<file path="src/rtl/bin_to_bcd_display.sv">
// Sequential double-dabble binary-to-BCD converter for the 4-digit display.
// Optional macro OVF_HEX_EN: on overflow show raw hex instead of 9999.
module bin_to_bcd_display #(
  parameter int unsigned ITER    = 16,
  parameter int unsigned MAX_DEC = 9999
) (
  input  logic        clk,
  input  logic        rst_n,
  input  logic        start,
  input  logic [15:0] bin_in,
  output logic        busy,
  output logic        done,
  output logic        ovf,
  output logic [15:0] bcd_out
);

  typedef enum logic [1:0] {
    IDLE,
    SHIFT,
    LATCH
  } state_t;

  state_t      state_q;
  logic [15:0] shreg_q;
  logic [15:0] shreg_d;
  logic [19:0] scr_q;
  logic [19:0] scr_d;
  logic [19:0] scr_adj;
  logic [4:0]  cnt_q;
  logic        cmp_ovf_q;
  logic        busy_q;
  logic        done_q;
  logic        ovf_q;
  logic [15:0] bcd_q;
  logic [15:0] ovf_val;

`ifdef OVF_HEX_EN
  logic [15:0] raw_q;

  // Keep the accepted value, the shift register is consumed
  always_ff @(posedge clk or negedge rst_n) begin
    if (!rst_n) begin
      raw_q <= '0;
    end else if (state_q == IDLE && start) begin
      raw_q <= bin_in;
    end
  end

  assign ovf_val = raw_q;
`else
  assign ovf_val = 16'h9999;
`endif

  // Add-3 on every digit >= 5, then shift scratch:shreg left one bit
  always_comb begin
    scr_adj = scr_q;
    for (int i = 0; i < 5; i++) begin
      if (scr_q[4*i +: 4] >= 4'd5) begin
        scr_adj[4*i +: 4] = scr_q[4*i +: 4] + 4'd3;
      end
    end
    {scr_d, shreg_d} = {scr_adj[18:0], shreg_q, 1'b0};
  end

  // Control FSM with registered outputs
  always_ff @(posedge clk or negedge rst_n) begin
    if (!rst_n) begin
      state_q   <= IDLE;
      shreg_q   <= '0;
      scr_q     <= '0;
      cnt_q     <= '0;
      cmp_ovf_q <= 1'b0;
      busy_q    <= 1'b0;
      done_q    <= 1'b0;
      ovf_q     <= 1'b0;
      bcd_q     <= '0;
    end else begin
      done_q <= 1'b0;
      unique case (state_q)
        IDLE: begin
          if (start) begin
            shreg_q   <= bin_in;
            scr_q     <= '0;
            cnt_q     <= '0;
            cmp_ovf_q <= (bin_in > 16'(MAX_DEC));
            busy_q    <= 1'b1;
            state_q   <= SHIFT;
          end
        end
        SHIFT: begin
          scr_q   <= scr_d;
          shreg_q <= shreg_d;
          cnt_q   <= cnt_q + 5'd1;
          if (cnt_q == 5'(ITER - 1)) begin
            state_q <= LATCH;
          end
        end
        LATCH: begin
          bcd_q   <= cmp_ovf_q ? ovf_val : scr_q[15:0];
          ovf_q   <= cmp_ovf_q;
          done_q  <= 1'b1;
          busy_q  <= 1'b0;
          state_q <= IDLE;
        end
        default: begin
          state_q <= IDLE;
        end
      endcase
    end
  end

  assign busy    = busy_q;
  assign done    = done_q;
  assign ovf     = ovf_q;
  assign bcd_out = bcd_q;

endmodule
</file>
<file path="config.mk">
export PLATFORM = sky130hd
export DESIGN_NAME = bin_to_bcd_display
export DESIGN_NICKNAME = d
export VERILOG_FILES = /design/src/rtl/bin_to_bcd_display.sv
export SDC_FILE = /design/constraint.sdc
export NUM_CORES = 1
export LEC_CHECK = 0
export CAP_MARGIN = 25
export CORE_UTILIZATION = 25
export DETAILED_ROUTE_END_ITERATION = 16
export HOLD_SLACK_MARGIN = 0.06
export PLACE_DENSITY = 0.51
export SETUP_SLACK_MARGIN = 0.2
export SYNTH_ARGS = -nofsm -noshare
export SYNTH_HDL_FRONTEND = slang
export SYNTH_SLANG_ARGS = --single-unit
</file>
<file path="constraint.sdc">
create_clock -name clk -period 1.6 [get_ports clk]
set_clock_uncertainty 0.1 [all_clocks]
set_input_delay 0.32 -clock clk [delete_from_list [all_inputs] [get_ports clk]]
set_output_delay 0.32 -clock clk [all_outputs]
set_load 0.05 [all_outputs]
</file>
==> impl_metrics.yaml <==
critical_path:
  setup.worst_path.start: "scr_q[5]"
  critPathLaunchType: "register"
  regToRegSetupSlack_ns: 0.06
  cp_max_fo: 5
  crit_type: "register to register"
  reg2reg_depth: 6
  timing.rr.end: "scr_q[6]"
  crit_required_ns: 1.77
  crit_path_end: "scr_q[6]"
  crit_path_end_kind: "register"
  arrival_ns: 1.71
  r2r-start: "scr_q[5]"
timing:
  fin_crit_sh_pct: 96.36
  slew-limit-headroom_pct: 60.36
  tightest_slew_ns: 0.5945
  finalSetupTns_ns: 0
  maxSlewViolCount: 0
  finalCriticalPeriod_ns: 1.542
  hold_violations: 0
  max_freq_mhz: 648.6
  rsz0062_at_grt: "yes"
  holdWs_ns: 0.1848
  setup-violations-final: 0
global_routing:
  grt.total_usage_pct: 11.97
  overflow: 0
  grt_max_degree: 60
  grt_pass1_wl_mm: 10.56
  antenna_found_initial: 0
  grt_pass1_vias: 2224
floorplanning:
  io_pins: 38
  chipWidth_um: 105.9
  core.rowCount: 37
  start_util_pct: 26.01
  die_h_um: 105.9
  coreArea_mm2: 0.01037
  dieArea_mm2: 0.01121
worst_hold_path:
  hold_start: "bin_in[6]"
  hp-class: "input port to register"
synthesis:
  synth.ff_latch_count: 59
  synth_area_per_cell_um2: 10.22
  syn_area_mm2: 0.002698
  ys_async_sr_fraction_pct: 100.0
  syn-num-nets: 293
  synth.distinct_cells: 34
  synthCells: 264
  synth_edf_count: 0
  ys_warn_count: 0
  ys_seq_area_share_pct: 54.73
  ys.flop_type: "dfrtp_1"
routing:
  wl_mm: 6.676
  wire_per_inst_um: 13.74
  drtIter0Drc: 47
  drt_first_pass_iters: 5
  viasPerCell: 4.560
  ant_nets: 0
  drc: 0
  num_vias: 2216
status:
  status: "finished, final reports clean"
cts:
  cts_buffers: 9
  worstSkewPairLatency_ns: 0.34
  cts_root_buf: "clkbuf_8"
  cts_tree: "built"
  ctsLongestPathBuffers: 2
  cts_max_level: 3
  path_clk_slew_ns: 0.06
  clkSinkCount: 59
finish:
  area_growth_syn_to_layout_pct: 63.59
  layout-drive-gt1-share_pct: 44.86
  nets: 375
  fin_area_mm2: 0.004413
  diodes: 0
  n_fill_cell: 1013
job:
  cap_violations: 0
pwr:
  p_leak_nw: 2.012
  powerDensity_mw_per_mm2: 2113
  peakVddDrop_uv: 621.0
placed_design:
  place_congestion: 0.7074
  io_buffers: 37
  place_area_mm2: 0.003647
  dp_hpwl_mm: 4.054
==> where the power goes <==
| group | switching (mW) | internal (mW) | total (mW) |
|---|---|---|---|
| clock network | 0.567 | 0.588 | 1.15 |
| registers | 0.657 | 2.10 | 2.76 |
| logic | 2.45 | 2.96 | 5.41 |
==> sequential cells by signal (all words and copies together) (netlist names) <==
register,flops
bcd_out,16
scr_q,16
shreg_q,16
cnt_q,5
state_q,2
busy,1
cmp_ovf_q,1
done,1
ovf,1
==> how the worst min path moves through the flow <==
stage | end | cells after the start
after floorplan | bcd_out[0] | 0
after global routing | shreg_q[6] | 3
after detailed placement | bcd_out[3] | 2
after global placement | bcd_out[6] | 2
after CTS | shreg_q[4] | 3
final | shreg_q[6] | 3
==> layout by cell type, fill, tap and decap left out, types with 2 or more instances in the layout <==
| cell | instances |
|---|---|
| o21ai_1 | 2 |
| o21ai_2 | 5 |
| a21oi_4 | 4 |
| clkinv_2 | 3 |
| xnor2_2 | 3 |
| nand2_1 | 34 |
| buf_12 | 24 |
| clkbuf_1 | 2 |
| buf_6 | 13 |
| xor2_1 | 3 |
| nand2_4 | 5 |
| o21ai_0 | 18 |
| a22oi_1 | 9 |
| clkbuf_8 | 10 |
| ha_2 | 4 |
| o31ai_2 | 3 |
| o22ai_1 | 2 |
| nand2b_1 | 4 |
| dfrtp_1 | 56 |
| buf_4 | 26 |
| nor2_1 | 19 |
| dfrtp_2 | 3 |
| o31ai_1 | 6 |
| inv_1 | 2 |
| mux2_4 | 3 |
| clkdlybuf4s50_1 | 13 |
| o22ai_2 | 7 |
| ha_4 | 5 |
| dlygate4sd2_1 | 3 |
| inv_2 | 9 |
| nand4_1 | 2 |
| nand2b_4 | 5 |
| a32o_1 | 3 |
| nand2_2 | 8 |
| o32ai_1 | 2 |
| nand3_1 | 2 |
| nand3_2 | 2 |
==> routing by layer <==
layer  vias up  share of wire (%)  track usage, %
li1       1089                  -               -
met1      1073                 46           15.37
met2        47                 48           18.77
met3         7                4.7           4.391
met4         0               0.67           3.472
met5         -                  0               0
==> worst max-delay path: stages, from the launching register on <==
cell	delay, ns
dfrtp_1	0.36
inv_2	0.08
ha_2	0.19
nand2b_4	0.15
a21oi_4	0.17
mux2_4	0.32
o21ai_2	0.11
==> synth_stat cells, drive strengths merged (2+ instances only) <==
library cell	count	area (um2)
o22ai	9	56.30
a21oi	5	25.02
nor2	21	86.33
mux2	4	45.04
inv	11	41.29
ha	10	125.1
o32ai	3	26.28
o21ai	25	125.1
xnor2	4	35.03
buf	11	66.31
a22oi	10	75.07
nand4	2	12.51
dfrtp	59	1476
a32o	4	40.04
nand2b	9	56.30
nand2	48	187.7
clkbuf	3	11.26
xor2	3	26.28
nand3	4	20.02
o31ai	9	67.56
==> timing repair <==
item | in CTS | in global routing
gates resized for setup | 24 | 60
setup buffers | 15 | 10
cloned | 2 | 2
pin swaps | 11 | 28
hold buffers | 1 | 0
setup endpoints to repair | 36 | 42
hold endpoints to repair | 59 | 0
==> kinds of logic after synthesis <==
| group | count (synthesis) | synth area share, % |
|---|---|---|
| and+or+nand+nor | 90 | 15.54 |
| AOI/OAI and AO/OA | 68 | 16.37 |
| DFF | 59 | 54.73 |
| buffers and inverters | 25 | 4.406 |
| adders and majority gates | 10 | 4.638 |
| xor gates and xnor gates | 7 | 2.273 |
| muxes | 5 | 2.041 |
==> stage by stage <==
| step | setup slack [ns] | std cells | power (mW) | util, % |
|---|---|---|---|---|
| global placement | -0.2509 | 441 | 6.538 | 35.17 |
| detailed placement | -0.2764 | 441 | 6.628 | 35.17 |
| floorplan | 0.1772 | 264 | 5.198 | - |
| finish | 0.05826 | 486 | 9.325 | 42.56 |
| global route | -0.008043 | 486 | 9.932 | 42.56 |
| CTS | 0.08188 | 474 | 8.441 | 39.07 |
==> area by class of cell <==
type | count | area (um2) | area share, %
flip-flops and latches | 59 | 1480 | 33.54
multi-input cells | 180 | 1470 | 33.31
inverters | 11 | 41.29 | 0.9356
repair buffers | 85 | 1091 | 24.72
well taps | 136 | 170.2 | 3.856
clock inverters | 3 | 15.01 | 0.3402
clock buffers | 12 | 145.1 | 3.289
(Power assumes the default switching activity.)
